==> src/rtl/mips_pkg.sv <==
// Shared MIPS front-end definitions: reset constants, fetch FSM states,
// and opcode helpers used by the neighbouring decode stages.
package mips_pkg;

  localparam logic [31:0] NOP_WORD = 32'h0000_0000;
  localparam logic [31:0] RESET_PC = 32'h0000_0000;

  typedef enum logic [1:0] {
    IDLE  = 2'd0,
    REQ   = 2'd1,
    DRAIN = 2'd2
  } fetch_state_e;

  localparam logic [5:0] OP_JMP = 6'b011000;
  localparam logic [5:0] OP_LD  = 6'b010100;
  localparam logic [5:0] OP_ST  = 6'b010101;
  localparam logic [3:0] OP_COND_J_PFX = 4'b0111;
  localparam logic [2:0] OP_IMM_PFX    = 3'b001;

  function automatic logic is_jmp(input logic [5:0] op);
    return op == OP_JMP;
  endfunction

  function automatic logic is_cond_j(input logic [5:0] op);
    return op[5:2] == OP_COND_J_PFX;
  endfunction

  function automatic logic is_imm(input logic [5:0] op);
    return op[5:3] == OP_IMM_PFX;
  endfunction

  function automatic logic is_mem(input logic [5:0] op);
    return (op == OP_LD) || (op == OP_ST);
  endfunction

endpackage

==> src/rtl/prefetch_fifo.sv <==
// Small synchronous FIFO holding fetched {pc, instruction} pairs.
// Flush empties it in one cycle; push and pop may coincide when full.
module prefetch_fifo #(
  parameter int W     = 64,
  parameter int DEPTH = 2
) (
  input  logic                       clk,
  input  logic                       rst_n,
  input  logic                       push,
  input  logic [W-1:0]               wdata,
  input  logic                       pop,
  input  logic                       flush,
  output logic [W-1:0]               rdata,
  output logic                       full,
  output logic                       empty,
  output logic [$clog2(DEPTH+1)-1:0] count
);

  localparam int AW = $clog2(DEPTH);
  localparam int CW = $clog2(DEPTH+1);

  logic [W-1:0]  mem_q [DEPTH];
  logic [AW-1:0] wp_q, wp_d;
  logic [AW-1:0] rp_q, rp_d;
  logic [CW-1:0] cnt_q, cnt_d;
  logic          do_push;
  logic          do_pop;

  assign empty = (cnt_q == '0);
  assign full  = (cnt_q == CW'(DEPTH));
  assign count = cnt_q;
  assign rdata = mem_q[rp_q];

  always_comb begin
    do_pop  = pop && !empty;
    do_push = push && (!full || do_pop);
    wp_d    = wp_q;
    rp_d    = rp_q;
    cnt_d   = cnt_q;
    if (flush) begin
      wp_d  = '0;
      rp_d  = '0;
      cnt_d = '0;
    end else begin
      if (do_push) wp_d = wp_q + AW'(1);
      if (do_pop)  rp_d = rp_q + AW'(1);
      cnt_d = cnt_q + CW'(do_push) - CW'(do_pop);
    end
  end

  always_ff @(posedge clk or negedge rst_n) begin
    if (!rst_n) begin
      wp_q  <= '0;
      rp_q  <= '0;
      cnt_q <= '0;
    end else begin
      wp_q  <= wp_d;
      rp_q  <= rp_d;
      cnt_q <= cnt_d;
    end
  end

  always_ff @(posedge clk) begin
    if (do_push && !flush) mem_q[wp_q] <= wdata;
  end

  // The fetch FSM reserves a slot before requesting, so this never fires.
  a_no_overflow: assert property (
    @(posedge clk) disable iff (!rst_n)
    !(push && !flush && full && !(pop && !empty))
  );

endmodule

==> src/rtl/instruction_issue_block.sv <==
// MIPS front end: fetch FSM with one outstanding imem request, prefetch
// FIFO, and a registered issue stage obeying stall and redirect.
module instruction_issue_block #(
  parameter int                ADDR_W     = 32,
  parameter int                FIFO_DEPTH = 2,
  parameter logic [ADDR_W-1:0] RESET_PC   = ADDR_W'(mips_pkg::RESET_PC),
  parameter logic [31:0]       NOP_WORD   = mips_pkg::NOP_WORD
) (
  input  logic              clk,
  input  logic              reset,
  output logic              imem_req,
  output logic [ADDR_W-1:0] imem_addr,
  input  logic              imem_ack,
  input  logic [31:0]       imem_rdata,
  input  logic              stall,
  input  logic              redirect,
  input  logic [ADDR_W-1:0] redirect_pc,
  output logic [31:0]       ins,
  output logic [ADDR_W-1:0] ins_pc,
  output logic              ins_valid
);

  import mips_pkg::*;

  localparam int CW = $clog2(FIFO_DEPTH+1);
  localparam int EW = ADDR_W + 32;

  fetch_state_e      state_q, state_d;
  logic [ADDR_W-1:0] fetch_pc_q, fetch_pc_d;
  logic [ADDR_W-1:0] addr_q, addr_d;
  logic [31:0]       ins_q, ins_d;
  logic [ADDR_W-1:0] ins_pc_q, ins_pc_d;
  logic              vld_q, vld_d;

  logic              push, pop;
  logic              full, empty;
  logic [CW-1:0]     count;
  logic [CW-1:0]     count_after;
  logic [EW-1:0]     head;

  prefetch_fifo #(
    .W     (EW),
    .DEPTH (FIFO_DEPTH)
  ) u_fifo (
    .clk   (clk),
    .rst_n (reset),
    .push  (push),
    .wdata ({fetch_pc_q, imem_rdata}),
    .pop   (pop),
    .flush (redirect),
    .rdata (head),
    .full  (full),
    .empty (empty),
    .count (count)
  );

  // Fetch FSM: a request is only raised when a FIFO slot is reserved.
  always_comb begin
    state_d     = state_q;
    fetch_pc_d  = fetch_pc_q;
    addr_d      = addr_q;
    push        = 1'b0;
    pop         = !stall && !redirect && !empty;
    count_after = count + CW'(1) - CW'(pop);
    unique case (state_q)
      IDLE: begin
        if (!redirect && !full) begin
          state_d = REQ;
          addr_d  = fetch_pc_q;
        end
      end
      REQ: begin
        if (redirect) begin
          state_d = imem_ack ? IDLE : DRAIN;
        end else if (imem_ack) begin
          push       = 1'b1;
          fetch_pc_d = fetch_pc_q + ADDR_W'(4);
          if (count_after < CW'(FIFO_DEPTH)) begin
            state_d = REQ;
            addr_d  = fetch_pc_d;
          end else begin
            state_d = IDLE;
          end
        end
      end
      DRAIN: begin
        if (imem_ack) state_d = IDLE;
      end
      default: state_d = IDLE;
    endcase
    if (redirect) fetch_pc_d = {redirect_pc[ADDR_W-1:2], 2'b00};
  end

  always_comb begin
    ins_d    = ins_q;
    ins_pc_d = ins_pc_q;
    vld_d    = vld_q;
    priority case (1'b1)
      redirect: begin
        ins_d = NOP_WORD;
        vld_d = 1'b0;
      end
      stall: begin
      end
      !empty: begin
        ins_d    = head[31:0];
        ins_pc_d = head[EW-1:32];
        vld_d    = 1'b1;
      end
      default: begin
        ins_d = NOP_WORD;
        vld_d = 1'b0;
      end
    endcase
  end

  always_ff @(posedge clk or negedge reset) begin
    if (!reset) begin
      state_q    <= IDLE;
      fetch_pc_q <= RESET_PC;
      addr_q     <= RESET_PC;
      ins_q      <= NOP_WORD;
      ins_pc_q   <= '0;
      vld_q      <= 1'b0;
    end else begin
      state_q    <= state_d;
      fetch_pc_q <= fetch_pc_d;
      addr_q     <= addr_d;
      ins_q      <= ins_d;
      ins_pc_q   <= ins_pc_d;
      vld_q      <= vld_d;
    end
  end

  assign imem_req  = (state_q != IDLE);
  assign imem_addr = addr_q;
  assign ins       = ins_q;
  assign ins_pc    = ins_pc_q;
  assign ins_valid = vld_q;

endmodule

==> config.mk <==
export PLATFORM = sky130hd
export DESIGN_NAME = instruction_issue_block
export DESIGN_NICKNAME = d
export VERILOG_FILES = /design/src/rtl/mips_pkg.sv /design/src/rtl/prefetch_fifo.sv /design/src/rtl/instruction_issue_block.sv
export SDC_FILE = /design/constraint.sdc
export NUM_CORES = 1
export LEC_CHECK = 0
export BUFFER_PORTS_ARGS = -buffer_cell sky130_fd_sc_hd__buf_2
export CORE_MARGIN = 5
export CORE_UTILIZATION = 55
export CTS_BUF_LIST = sky130_fd_sc_hd__clkbuf_4 sky130_fd_sc_hd__clkbuf_8 sky130_fd_sc_hd__clkbuf_16
export CTS_CLUSTER_DIAMETER = 30
export DETAILED_ROUTE_END_ITERATION = 8
export PLACE_DENSITY_LB_ADDON = 0.2
export SYNTH_ARGS = -nofsm -noshare
export SYNTH_HDL_FRONTEND = slang
export SYNTH_SLANG_ARGS = --single-unit
==> constraint.sdc <==
create_clock -name clk -period 8.95 [get_ports clk]
set_input_delay 0 -clock clk [delete_from_list [all_inputs] [get_ports clk]]
set_output_delay 0 -clock clk [all_outputs]
set_load 0.01 [all_outputs]
==> results of run 1 <==
==> worst max-delay path: cells and delay by family <==
kind,cells,cell delay (ps)
compound gates,1,430
buf+inv,5,2330
xor+xnor,2,280
fa+ha+maj,2,500
simple gates,1,60
==> cell usage after synthesis, types with 10 or more instances <==
cell	instances
dfrtp_1	129
edfxtp_1	124
nand2_1	109
o21ai_0	103
mux2i_1	63
nor2_1	38
clkbuf_1	35
a31oi_1	33
or4_1	22
o31ai_1	19
xor2_1	19
or3_1	16
nand4_1	14
xnor2_1	10
==> per-layer routing <==
| metal | track usage (%) | vias to the layer above |
|---|---|---|
| met5 | 0 | - |
| met4 | 5.41 | 0 |
| met3 | 4.57 | 27 |
| met2 | 36.9 | 225 |
| met1 | 29.7 | 3456 |
| li1 | - | 3447 |
==> flip-flops by register name, summed over array words and instances (netlist names) <==
signal,flops
ins_valid,1
ins_pc,30
state_q,2
u_fifo.mem_q,124
u_fifo.count,2
u_fifo.wp_q,1
fetch_pc_q,30
ins,32
u_fifo.rp_q,1
imem_addr,30
==> cell type report <==
cell class | count | area [sq um]
Clock inverter | 26 | 413
Tap cell | 234 | 293
Fill cell | 1257 | 5080
Multi-Input combinational cell | 504 | 3090
Clock buffer | 54 | 1220
Timing Repair Buffer | 231 | 1500
Inverter | 7 | 26.3
Sequential cell | 253 | 6960
==> metrics by stage <==
stage	instance area (sq um)	util (%)	setup WS, ps	hold slack, ps
floorplan	10300	-	3050	-296
global placement	11200	60.4	5130	12.1
detailed placement	11200	60.4	5100	9.53
CTS	13500	72.6	5610	9.40
global route	13500	72.6	5150	56.3
finish	13500	72.6	5670	27.7
==> power groups by stage <==
| stage | Clock [mW] | Sequential (mW) | Combinational, mW |
|---|---|---|---|
| 2_1_floorplan | 0 | 1.62 | 0.330 |
| 3_3_place_gp | 0 | 1.61 | 0.607 |
| 5_1_grt | 1.90 | 1.63 | 0.727 |
| 3_5_place_dp | 0 | 1.62 | 0.624 |
| 4_1_cts | 1.83 | 1.60 | 0.654 |
| 6_report | 1.80 | 1.60 | 0.643 |
==> path summary, 6_finish.rpt <==
path | start | endpoint | slack (ps)
setup / recovery | redirect | u_fifo.count[1]$_DFF_PN0_ | 5670
min in group clk | redirect | u_fifo.wp_q$_DFFE_PN0P_ | 30
hold / removal | reset | ins[23]$_DFFE_PN0P_ | 30
hold reg to reg | ins[7]$_DFFE_PN0P_ | ins[7]$_DFFE_PN0P_ | 470
max in group asynchronous | reset | fetch_pc_q[9]$_DFFE_PN0N_ | 7500
setup reg to reg | fetch_pc_q[10]$_DFFE_PN0N_ | fetch_pc_q[26]$_DFFE_PN0N_ | 6300
==> kinds of logic after synthesis <==
kind of cell / synth area share [%]
DFF: 67.6
other: 0.0365
xor gates and xnor gates: 2.47
adders and majority gates: 0.487
muxes: 6.13
buffers and inverters: 2.52
and+or+nand+nor: 11.9
AOI/OAI and AO/OA: 8.87
==> impl_metrics.csv, run 1 <==
group,metric,value,unit
synth,netlist.area_leader.share,36.2,%
synth,synth_area_per_cell,12.6,sq um
cts,path_clk_slew,50,ps
synth,synth_flop_cell,"dfrtp_1",
final_layout,diodes,0,
drt,ant_nets,0,
timing,final.period_utilization,36.7,%
cts,post_cts.repair.setup_buffers,0,
setup_path,cp_max_fo,96,
synth,async_flop_share,51.0,%
place,routabilityCongestion,0.813,
power_and_ir_drop,clock_power_share,44.5,%
drt,wl_per_cell,17.8,um
global_routing,grt_pass1_wl,38200,um
place,dp_cells,1165,
drt,dr.max_layer_used,"met4",
timing,slew_violations,0,
synth,ys_seq_area_share,67.6,%
timing,hold_violations,0,
timing,fmax,304,MHz
drt,wl_met2,11500,um
global_routing,grt_overflow,0,
floorplanning,pin_count,167,
power_and_ir_drop,power_frac_seq,39.6,%
global_routing,antenna_found_initial,0,
floorplanning,dieArea,0.0215,sq mm
floorplanning,die_w,147,um
power_and_ir_drop,ir_drop,0.171,mV
timing,final-setup-viol-count,0,
place,dp_hpwl,13600,um
cts,htree_levels,2,
timing,fin_crit,3280,ps
floorplanning,die_h,147,um
synth,synth_top_area_cell,"edfxtp_1",
synth,syn_area,0.0103,sq mm
timing,tns,0,ps
global_routing,grt_usage,22.0,%
setup_path,worstPathCellList,"buf_2 -> clkinv_1 -> o211ai_1 -> buf_4 -> inv_1 -> ha_1 -> inv_1 -> ha_1 -> xor2_1 -> xnor2_1 -> nor2_1",
floorplanning,core.rowCount,50,
setup_path,crit_type,"in -> reg",
synth,ys_types,46,
global_routing,grt_max_degree,97,
timing,maxSlewHeadroom,24.7,%
final_layout,syn2layout_area_growth,31.3,%
power_and_ir_drop,p_leak,5.42,nW
cts,clockBufferDepth,3,
cts,cts_hold_buf,64,
power_and_ir_drop,intPower,2.97,mW
cts,clock_sinks,253,
drt,route.detailed.drc,0,
setup_path,reg2reg_depth,4,
setup_path,cpMaxStageDelayCell,"clkinv_1",
final_layout,layout.cells.most_common,"buf_2",
final_layout,nets,1114,
job,maxCapViolCount,0,
cts,cts_tree,"built",
cts,post_cts_resized,0,
drt,drt_wl_total,23300,um
power_and_ir_drop,p_switching,1.08,mW
power_and_ir_drop,combPwrFrac,15.9,%
cts,cts_root_buf,"clkbuf_16",
synth,postSynthCellCount,816,
min_path,hp-class,"in -> async",
power_and_ir_drop,power_density,300,mW/mm^2
cts,cts_made_buffers,44,
power_and_ir_drop,total_power,4.05,mW
final_layout,layout-drive-gt1-share,23.9,%
timing,rsz0062_at_grt,"false",
drt,dr.pass1.iters,5,
place,port-buffer-count,160,
setup_path,max_stage_delay,970,ps
timing,finClkSkew,17.6,ps
synth,ys_ff_latch,253,
setup_path,worstPathArrival,3640,ps
drt,drt_iter0_markers,436,
synth,synth_edf_count,124,
drt,viasPerCell,5.47,
power_and_ir_drop,sw_frac_of_total,26.7,%
setup_path,crit_required,9310,ps
floorplanning,core_area,0.0186,sq mm
synth,yosys-top-cells-area,"edfxtp_1 36%, dfrtp_1 31%, mux2i_1 6.1%",
drt,dr_total_vias,7155,
cts,clk_latency,510,ps
drt,m1WireLength,10100,um
setup_path,startpoint_type,"primary input",
final_layout,layout.cells.non_filler,1309,
timing,worst_pin_slew,1130,ps
synth,yosys_warnings,0,
final_layout,final_cell_mix,"159 x buf_2, 128 x dfrtp_1, 124 x edfxtp_1",
global_routing,first_global_vias,7361,
drt,wl_met3,1430,um
outcome,status,"completed",
floorplanning,start_util,55.3,%
setup_path,end_kind,"register",
Note: power is estimated with default switching activity, not from simulation.
==> run 2, diff against run 1 <==
Clock period 8.95 ns to 3.16 ns, I/O delays scaled along.
==> impl_metrics.csv, run 2 (same netlist as run 1, synthesis figures left out) <==
group,metric,value,unit
drt,drt_wl_total,23500,um
floorplanning,core.rowCount,50,
drt,dr.pass1.iters,4,
cts,cts_root_buf,"clkbuf_16",
floorplanning,pin_count,167,
floorplanning,die_w,147,um
cts,post_cts.repair.setup_buffers,0,
final_layout,syn2layout_area_growth,33.3,%
power_and_ir_drop,ir_drop,0.522,mV
cts,clockBufferDepth,3,
cts,htree_levels,2,
power_and_ir_drop,p_switching,3.26,mW
drt,dr_total_vias,7307,
floorplanning,start_util,55.3,%
setup_path,startpoint_type,"register",
place,routabilityCongestion,0.866,
place,dp_cells,1171,
timing,finClkSkew,13.1,ps
timing,worst_pin_slew,935,ps
power_and_ir_drop,sw_frac_of_total,29.2,%
global_routing,grt_overflow,0,
cts,clk_latency,520,ps
setup_path,r2r-end,"imem_addr[22]$_DFFE_PN0P_",
outcome,status,"completed",
final_layout,diodes,0,
final_layout,final_cell_mix,"159 x buf_2, 128 x dfrtp_1, 124 x edfxtp_1",
place,place_ws,753,ps
setup_path,cp_max_fo,13,
place,port-buffer-count,160,
final_layout,layout-drive-gt1-share,24.1,%
final_layout,fillers,1231,
setup_path,worstPathArrival,2900,ps
global_routing,grt_usage,22.0,%
drt,wl_per_cell,17.6,um
floorplanning,die_h,147,um
cts,post_cts_resized,0,
timing,final.period_utilization,78.0,%
power_and_ir_drop,intPower,7.90,mW
global_routing,antenna_found_initial,0,
setup_path,reg2reg_depth,5,
min_path,hp-class,"in -> async",
power_and_ir_drop,p_leak,5.49,nW
cts,clock_sinks,253,
power_and_ir_drop,power_density,815,mW/mm^2
cts,cts_tree,"built",
setup_path,crit_required,3590,ps
floorplanning,core_area,0.0186,sq mm
global_routing,grt_pass1_wl,38500,um
cts,cts_hold_buf,85,
global_routing,grt_max_degree,96,
power_and_ir_drop,power_frac_seq,40.2,%
setup_path,r2r_start,"fetch_pc_q[2]$_DFFE_PN0N_",
timing,final-setup-viol-count,0,
setup_path,max_stage_delay,640,ps
timing,maxSlewHeadroom,37.7,%
global_routing,first_global_vias,7459,
power_and_ir_drop,clock_power_share,42.7,%
setup_path,crit_type,"reg -> reg",
timing,slew_violations,0,
job,maxCapViolCount,0,
timing,fmax,405,MHz
timing,fin_crit,2470,ps
timing,hold_violations,0,
setup_path,cpMaxStageDelayCell,"or4_1",
timing,worst_slack,694,ps
setup_path,worstPathCellList,"ha_1 -> and4_1 -> nand3_1 -> or4_1 -> a31oi_1",
setup_path,ff2ff_setup_slack,690,ps
final_layout,final_util,73.8,%
setup_path,end_kind,"register",
cts,path_clk_slew,50,ps
drt,ant_nets,0,
drt,viasPerCell,5.46,
final_layout,top_register,"u_fifo.mem_q",
final_layout,largest_reg_flops,124,
cts,cts_made_buffers,44,
timing,rsz0062_at_grt,"false",
final_layout,nets,1141,
timing,whs,134,ps
floorplanning,dieArea,0.0215,sq mm
final_layout,layout.cells.non_filler,1338,
drt,route.detailed.drc,0,
place,dp_hpwl,13800,um
power_and_ir_drop,combPwrFrac,17.1,%
drt,drt_iter0_markers,455,
final_layout,layout.cells.most_common,"buf_2",
==> run 2: worst max-delay path: cells and delay by family, from the launching register on <==
kind / cells / cell delay [ps]
compound gates: 1 / 170
fa+ha+maj: 1 / 320
flops: 1 / 530
simple gates: 3 / 1360
==> run 2: layout make-up <==
cell class                 instances  area [sq um]  area share, %
clock buffer                      46          1130           8.27
inverter                           7          26.3          0.192
timing repair buffer             258          1810           13.2
tap                              234           293           2.14
sequential                       253          6960           50.8
multi-input combinational        504          3100           22.6
clock inverter                    36           394           2.88
==> run 2: routing by layer <==
metal	up-vias	track usage [%]	wire length (um)
li1	3515	-	-
met1	3514	29.7	9890
met2	242	36.5	11600
met3	36	4.81	1620
met4	0	5.83	388
met5	-	0	0
==> run 2: worst max-delay path by stage <==
stage / startpoint / end / depth (start not counted)
2_1_floorplan: state_q[1]$_DFFE_PN0P_ / u_fifo.mem_q[1][0]$_DFFE_PP_ / 5
3_3_place_gp: fetch_pc_q[2]$_DFFE_PN0N_ / imem_addr[22]$_DFFE_PN0P_ / 5
3_5_place_dp: fetch_pc_q[2]$_DFFE_PN0N_ / imem_addr[30]$_DFFE_PN0P_ / 5
4_1_cts: fetch_pc_q[2]$_DFFE_PN0N_ / imem_addr[22]$_DFFE_PN0P_ / 5
5_1_grt: fetch_pc_q[2]$_DFFE_PN0N_ / imem_addr[28]$_DFFE_PN0P_ / 5
6_report: fetch_pc_q[2]$_DFFE_PN0N_ / imem_addr[22]$_DFFE_PN0P_ / 5
==> run 2: power groups by stage <==
stage	Clock [mW]	Sequential [mW]	Combinational, mW
final	4.77	4.49	1.90
after global routing	5.03	4.57	2.12
after CTS	4.84	4.49	1.93
after detailed placement	0	4.54	1.82
after global placement	0	4.52	1.77
after floorplan	0	4.59	0.938
==> run 2: metrics by stage <==
| stage | power [mW] | setup TNS [ps] | cell area (sq um) |
|---|---|---|---|
| after floorplan | 5.53 | -4400 | 10300 |
| after global placement | 6.29 | 0 | 11300 |
| after detailed placement | 6.36 | 0 | 11300 |
| after CTS | 11.3 | 0 | 13700 |
| after global routing | 11.7 | 0 | 13700 |
| final | 11.2 | 0 | 13700 |
